File: src/rtl/byte_fifo.sv
// rtl/byte_fifo.sv - synchronous byte FIFO with registered read data and sticky error flags
module byte_fifo #(
  parameter int WIDTH = 8,
  parameter int DEPTH = 8,
  parameter int AW    = $clog2(DEPTH)
) (
  input  logic             clk_50,
  input  logic             reset,
  input  logic             wr_en,
  input  logic [WIDTH-1:0] to_fifo_data,
  input  logic             rd_en,
  output logic [WIDTH-1:0] rd_data,
  output logic             rd_valid,
  output logic             empty,
  output logic             full,
  output logic [AW:0]      count,
  output logic             overflow,
  output logic             underflow
);

  logic [WIDTH-1:0] mem [DEPTH];
  logic [AW:0]      wr_ptr;
  logic [AW:0]      rd_ptr;
  logic             wr_acc;
  logic             rd_acc;

  // Pointer MSB is a wrap bit: equal indices with differing wrap bits means full.
  assign empty  = (wr_ptr == rd_ptr);
  assign full   = (wr_ptr[AW-1:0] == rd_ptr[AW-1:0]) && (wr_ptr[AW] != rd_ptr[AW]);
  assign count  = wr_ptr - rd_ptr;

  assign rd_acc = rd_en && !empty;
  assign wr_acc = wr_en && (!full || rd_acc);

  // Storage is deliberately not reset; stale contents are never visible through rd_data.
  always_ff @(posedge clk_50) begin
    if (wr_acc) begin
      mem[wr_ptr[AW-1:0]] <= to_fifo_data;
    end
  end

  always_ff @(posedge clk_50 or posedge reset) begin
    if (reset) begin
      wr_ptr    <= '0;
      rd_ptr    <= '0;
      rd_data   <= '0;
      rd_valid  <= 1'b0;
      overflow  <= 1'b0;
      underflow <= 1'b0;
    end else begin
      if (wr_acc) begin
        wr_ptr <= wr_ptr + 1'b1;
      end
      if (rd_acc) begin
        rd_data  <= mem[rd_ptr[AW-1:0]];
        rd_ptr   <= rd_ptr + 1'b1;
        rd_valid <= 1'b1;
      end else begin
        rd_valid <= 1'b0;
      end
      if (wr_en && full && !rd_acc) begin
        overflow <= 1'b1;
      end
      if (rd_en && empty) begin
        underflow <= 1'b1;
      end
    end
  end

endmodule

File: config.mk
export PLATFORM = sky130hd
export DESIGN_NAME = byte_fifo
export DESIGN_NICKNAME = d
export VERILOG_FILES = /design/src/rtl/byte_fifo.sv
export SDC_FILE = /design/constraint.sdc
export NUM_CORES = 1
export LEC_CHECK = 0
export CAP_MARGIN = 20
export CORE_MARGIN = 3
export CORE_UTILIZATION = 45
export DETAILED_ROUTE_END_ITERATION = 8
export HOLD_SLACK_MARGIN = 0.06
export PLACE_DENSITY = 0.68
export SYNTH_ARGS = -nofsm -noshare
export SYNTH_HDL_FRONTEND = slang
export SYNTH_SLANG_ARGS = --single-unit
File: constraint.sdc
create_clock -name clk_50 -period 4.4 [get_ports clk_50]
set_input_delay 1.32 -clock clk_50 [delete_from_list [all_inputs] [get_ports clk_50]]
set_output_delay 1.32 -clock clk_50 [all_outputs]
set_load 0.02 [all_outputs]
==> reports/metrics.cfg, run 1 <==
[outcome]
outcome=complete, no violations

[worst_setup_path]
crit_arrival_ns=2.34
cp-startpoint=rd_ptr[1]$_DFFE_PP0P_
path_class=flip-flop to primary output
cp_max_fo=8
startpoint_type=flip-flop
worstSetupEndpointType=primary output
reg2reg_from=rd_ptr[1]$_DFFE_PP0P_
required_ns=3.08

[cells_and_area]
antenna_cells=0
nNetsFinal=271
drive_gt1_share_pct=17.05
fillCellCount=593
area_growth_pct=19.17

[detailed_routing]
drt_pre_antenna_iters=4
drc=0
avgRoutedWirePerCell_microns=16.82
postRouteAntennaNets=0
vias_per_cell=5.144
drt-initial-drc-count=91
finalWirelength_microns=5955
vias=1821

[power_and_ir_drop]
leakage_nw=1.489
power_frac_seq_pct=37.9
p_clk_share_pct=21.0
switching_share_pct=34.03
p_per_area_nw_per_um2=739.8
p_int_w=0.001970
vdd_ir_drop_max_v=0.0003256
pwr-share-comb_pct=41.1
power.switching_w=0.001016

[clock_network]
cts.path.max_buffers=2
ctsHoldBuffers=0
cts_max_level=3
cts-root-buf=clkbuf_8
cts_made_buffers=9
clk_pin_slew_ns=0.08
cts_setup_buffers=0
cts_num_sinks=83
post_cts_resized=0
cts_tree=done
clk_latency_ns=0.34

[logic_synthesis]
netlist-cell-type-count=31
yosysMostFrequentCell=edfxtp_1
synth_area_leader_cell=edfxtp_1
synth_nets=232
synth-edff-count=64
ys_top_cells_by_area=edfxtp_1 (57%), dfrtp_1 (14%), mux2_2 (5.7%)
syn_area_sq_um=3387
yosysSeqAreaShare_pct=70.78
yosysWarnings=0
synth_commonest_cells=edfxtp_1 (64), dfrtp_1 (19), mux2_2 (17), mux2i_1 (16), nand2_1 (13)
ys_async_sr_fraction_pct=22.89
synth_seq_cells=83
synth_top_area_share_pct=56.74
synth_ff_type=edfxtp_1
syn_inst=214
avgSynthCellArea_sq_um=15.83

[timing]
clock.fmax_ghz=0.2731
slew_headroom_pct=42.50
finalSetupTns_ns=0
fin_crit_sh_pct=83.23
rsz0062_at_grt=false
worst_hold_slack_ns=0.4592
slew_viol_final=0
worst_pin_slew_ns=0.8593
fin_worst_skew_ns=0.006198
setup_violations=0
hold_viol_final=0
period_needed_ns=3.662

[worst_hold_path]
min_from=underflow$_DFFE_PP0P_
min_path_type=flip-flop to flip-flop

[die]
pin_count=29
core_region_area_sq_um=7057
die_height_microns=92.76
rows=30
die_area_sq_um=8603
start_util_pct=48.00
die_w_microns=92.76

[global_route]
grt_pass1_wl_microns=9487
antenna_found_initial=0
grt_pass1_vias=1764
grt-ovfl-total=0
grt_max_degree=36
grt_usage_pct=15.25

[place]
post-dp-hpwl_microns=3958
gp_congestion=0.8283
io_buffers=28

[flow_run]
maxCapViolCount=0

## through the flow
step	setup slack, ns	instances	utilization [%]	instance area, sq um	total power, W
2_1_floorplan	1.608	214	-	3387	0.001935
3_3_place_gp	1.148	338	53.88	3802	0.002367
5_1_grt	0.6024	354	57.20	4036	0.003164
3_5_place_dp	1.104	338	53.88	3802	0.002389
4_1_cts	0.7223	354	57.20	4036	0.003019
6_report	0.7378	354	57.20	4036	0.002986
## state kept, by name, summed over array words and instances (netlist names)
| name | flops |
|---|---|
| mem | 64 |
| overflow | 1 |
| rd_data | 8 |
| rd_ptr | 4 |
| rd_valid | 1 |
| underflow | 1 |
| wr_ptr | 4 |
## power groups by stage
stage / combinational (W) / sequential (W) / clock, W
final: 0.00123 / 0.00113 / 0.000627
after global routing: 0.00134 / 0.00115 / 0.000673
after CTS: 0.00124 / 0.00113 / 0.000642
after detailed placement: 0.00124 / 0.00115 / 0
after global placement: 0.00123 / 0.00114 / 0
after floorplan: 0.000740 / 0.00119 / 0
## cell families after synthesis
family,count (synthesis),share of synthesized area [%]
muxes,34,10.82
DFF,83,70.78
AOI/OAI and AO/OA,30,6.502
buffers and inverters,18,2.327
adders and majority gates,6,2.438
and+or+nand+nor,33,4.322
xor gates and xnor gates,10,2.808
## worst max-delay path: stages (launching register included)
cell             delay [ns]
dfrtp_1                0.49
inv_1                  0.10
ha_1                   0.30
a21o_1                 0.18
a21oi_1                0.17
xnor2_1                0.13
clkdlybuf4s50_1        0.62
## routing by layer
layer	wire length [microns]	part of all wire [%]	GRT usage, %	up-vias
met5	0	0	0	-
met4	142	2.4	7.814	0
met3	327	5.5	3.981	14
met2	2733	46	22.78	43
met1	2752	46	20.58	875
li1	-	-	-	889
## worst paths after layout
check | end | slack, ns | cells past startpoint
hold / removal | underflow$_DFFE_PP0P_ | 0.46 | 1
hold reg to reg | underflow$_DFFE_PP0P_ | 0.46 | 1
setup reg to reg | mem[1][1]$_DFFE_PP_ | 1.97 | 6
max in group asynchronous | wr_ptr[1]$_DFFE_PP0P_ | 2.54 | 2
min in group asynchronous | rd_data[7]$_DFFE_PP0P_ | 1.40 | 2
setup / recovery | count[3] | 0.74 | 6
## layout by cell type, fill, tap and decap left out, types with 5 or more instances in the layout
master,Yosys,routed
edfxtp_1,64,64
clkdlybuf4s50_1,0,28
dfrtp_1,19,19
mux2_2,17,17
mux2i_1,16,16
nand2_1,13,13
inv_1,11,11
nor2_1,11,11
clkbuf_8,0,9
a22oi_1,8,8
o221ai_1,8,8
o21ai_0,8,8
buf_4,2,7
xnor2_1,6,6
ha_1,5,5
## cell type report
class                   instances  area (sq um)  share of cell area [%]
clock buffers                  11         131.4                   3.255
clock inverters                 5         102.6                   2.542
inverters                      11         41.29                   1.023
multi-input cells             113         910.9                   22.57
flip-flops and latches         83          2397                   59.39
well taps                      96         120.1                   2.976
repair buffers                 35         332.8                   8.246
Note: power is estimated with default switching activity, not from simulation.
==> run 2: changes to the inputs <==
--- a/config.mk
+++ b/config.mk
@@ -10,7 +10,7 @@
 export CORE_UTILIZATION = 45
 export DETAILED_ROUTE_END_ITERATION = 8
 export HOLD_SLACK_MARGIN = 0.06
-export PLACE_DENSITY = 0.68
+export PLACE_DENSITY = 0.7
 export SYNTH_ARGS = -nofsm -noshare
 export SYNTH_HDL_FRONTEND = slang
 export SYNTH_SLANG_ARGS = --single-unit
==> constraint.sdc (replaced) <==
create_clock -name clk_50 -period 3.35 [get_ports clk_50]
set_input_delay 1.005 -clock clk_50 [delete_from_list [all_inputs] [get_ports clk_50]]
set_output_delay 1.005 -clock clk_50 [all_outputs]
set_load 0.02 [all_outputs]
==> run 2 against run 1 <==
- final cell count decreased by 0.56%
- largest power group unchanged
- flip-flop and latch count unchanged
- sequential share of layout area increased by 0.73 points
- count of clock-buffer cells in the layout decreased by 1
- critical path depth decreased by 1
- highest routed layer unchanged
- combinational power increased by 28%
- register-to-register slack got worse by 1.0 ns
==> reports/metrics.cfg, run 2 (synthesis gave the netlist of run 1 again) <==
[detailed_routing]
vias_per_cell=5.165
finalWirelength_microns=5917
postRouteAntennaNets=0
drc=0
avgRoutedWirePerCell_microns=16.81
vias=1818
drt-initial-drc-count=108
drt_pre_antenna_iters=4

[timing]
finalSetupTns_ns=0
hold_viol_final=0
clock.fmax_ghz=0.3116
fin_crit_sh_pct=95.81
period_needed_ns=3.210
setup_violations=0
slew_viol_final=0
fin_worst_skew_ns=0.008831
worst_pin_slew_ns=0.7728
rsz0062_at_grt=false
slew_headroom_pct=48.29

[place]
place_area_sq_um=3787
io_buffers=28
gp_congestion=0.7963
post-dp-hpwl_microns=4202

[worst_setup_path]
cp_num_buf_inv=2
worstSetupEndpointType=primary output
cp_cell_sequence=inv_1 > ha_1 > fa_1 > xnor2_1 > clkdlybuf4s50_1
required_ns=2.34
cp_max_fo=7
startpoint_type=flip-flop
critPathMaxStageDelay_ns=0.62
crit_arrival_ns=2.20
path_class=flip-flop to primary output
critPathSlowestCell=clkdlybuf4s50_1
crit_family=buffers and inverters

[clock_network]
cts-root-buf=clkbuf_8
cts_max_level=3
cts.path.max_buffers=2
clk_pin_slew_ns=0.08
cts_num_sinks=83
ctsHoldBuffers=0
clk_latency_ns=0.35
cts_made_buffers=9
cts_tree=done

[global_route]
grt_pass1_wl_microns=9708
grt_pass1_vias=1904
grt_util_met3_pct=4.712
grt_usage_pct=15.37
grt_use_met1_pct=19.95
antenna_found_initial=0
grt_busiest_layer=met2
grt_max_degree=36
grt-ovfl-total=0
grt_use_met2_pct=24.05

[cells_and_area]
antenna_cells=0
nNetsFinal=269
area_growth_pct=17.84
drive_gt1_share_pct=17.58
final_area_sq_um=3991
layout_commonest_cell=edfxtp_1
final_cell_mix=edfxtp_1 (64), clkdlybuf4s50_1 (25), mux2_2 (17), dfrtp_1 (17), mux2i_1 (16)
largest_reg_flops=64
fillCellCount=592

[outcome]
outcome=complete, no violations

[power_and_ir_drop]
p_per_area_nw_per_um2=943.2
vdd_ir_drop_max_v=0.0003869
leakage_nw=1.507

[die]
start_util_pct=48.00
die_w_microns=92.76
rows=30
core_region_area_sq_um=7057
die_area_sq_um=8603
die_height_microns=92.76
pin_count=29

[flow_run]
maxCapViolCount=0

[worst_hold_path]
min_path_type=flip-flop to flip-flop

## run 2: per-layer routing
metal | routed length, microns | vias to the layer above
li1 | - | 874
met1 | 2742 | 892
met2 | 2811 | 41
met3 | 283 | 11
met4 | 80 | 0
met5 | 0 | -
## run 2: power by group
| group | total (W) | switching, W | internal (W) |
|---|---|---|---|
| logic | 0.00158 | 0.000856 | 0.000726 |
| registers | 0.00149 | 0.000137 | 0.00136 |
| clock network | 0.000687 | 0.000342 | 0.000346 |
## run 2: worst paths after layout
kind	from	endpoint	slack [ns]	depth (start not counted)
worst max-delay path	wr_ptr[0]$_DFFE_PP0P_	count[2]	0.14	5
worst min-delay path	rd_data[7]$_DFFE_PP0P_	rd_data[7]$_DFFE_PP0P_	0.48	2
worst max register to register	rd_ptr[2]$_DFFE_PP0P_	mem[3][2]$_DFFE_PP_	0.96	6
worst min register to register	rd_data[7]$_DFFE_PP0P_	rd_data[7]$_DFFE_PP0P_	0.48	2
max in group asynchronous	reset	wr_ptr[0]$_DFFE_PP0P_	1.78	2
min in group asynchronous	reset	rd_valid$_DFF_PP0_	1.07	2
## run 2: metrics by stage
stage	utilization (%)	total power, W	instances	hold WS (ns)	worst slack [ns]
2_1_floorplan	-	0.002541	214	0.4998	0.8733
3_3_place_gp	53.67	0.003088	336	0.4593	0.4116
3_5_place_dp	53.67	0.003125	336	0.4705	0.3804
4_1_cts	56.44	0.003818	352	0.4872	0.04143
5_1_grt	56.56	0.004013	352	0.5089	0.02460
6_report	56.56	0.003765	352	0.4801	0.1405
## run 2: timing repair
item / in CTS / in global routing
buffers inserted: 0 / 0
resized for setup: 1 / 4
cloned: 0 / 0
setup endpoints to repair: 1 / 5
## run 2: cell type report
type | count | area, sq um | area share [%]
Timing Repair Buffer | 33 | 325.3 | 8.150
Clock buffer | 10 | 127.6 | 3.197
Inverter | 11 | 41.29 | 1.034
Sequential cell | 83 | 2400 | 60.13
Tap cell | 96 | 120.1 | 3.009
Multi-Input combinational cell | 113 | 910.9 | 22.82
Clock inverter | 6 | 66.31 | 1.661
## run 2: tightest hold or removal path, cell delays in order (launching register included)
cell and delay [ns]:
dfrtp_1 0.35, nand2_1 0.04, o21ai_0 0.06
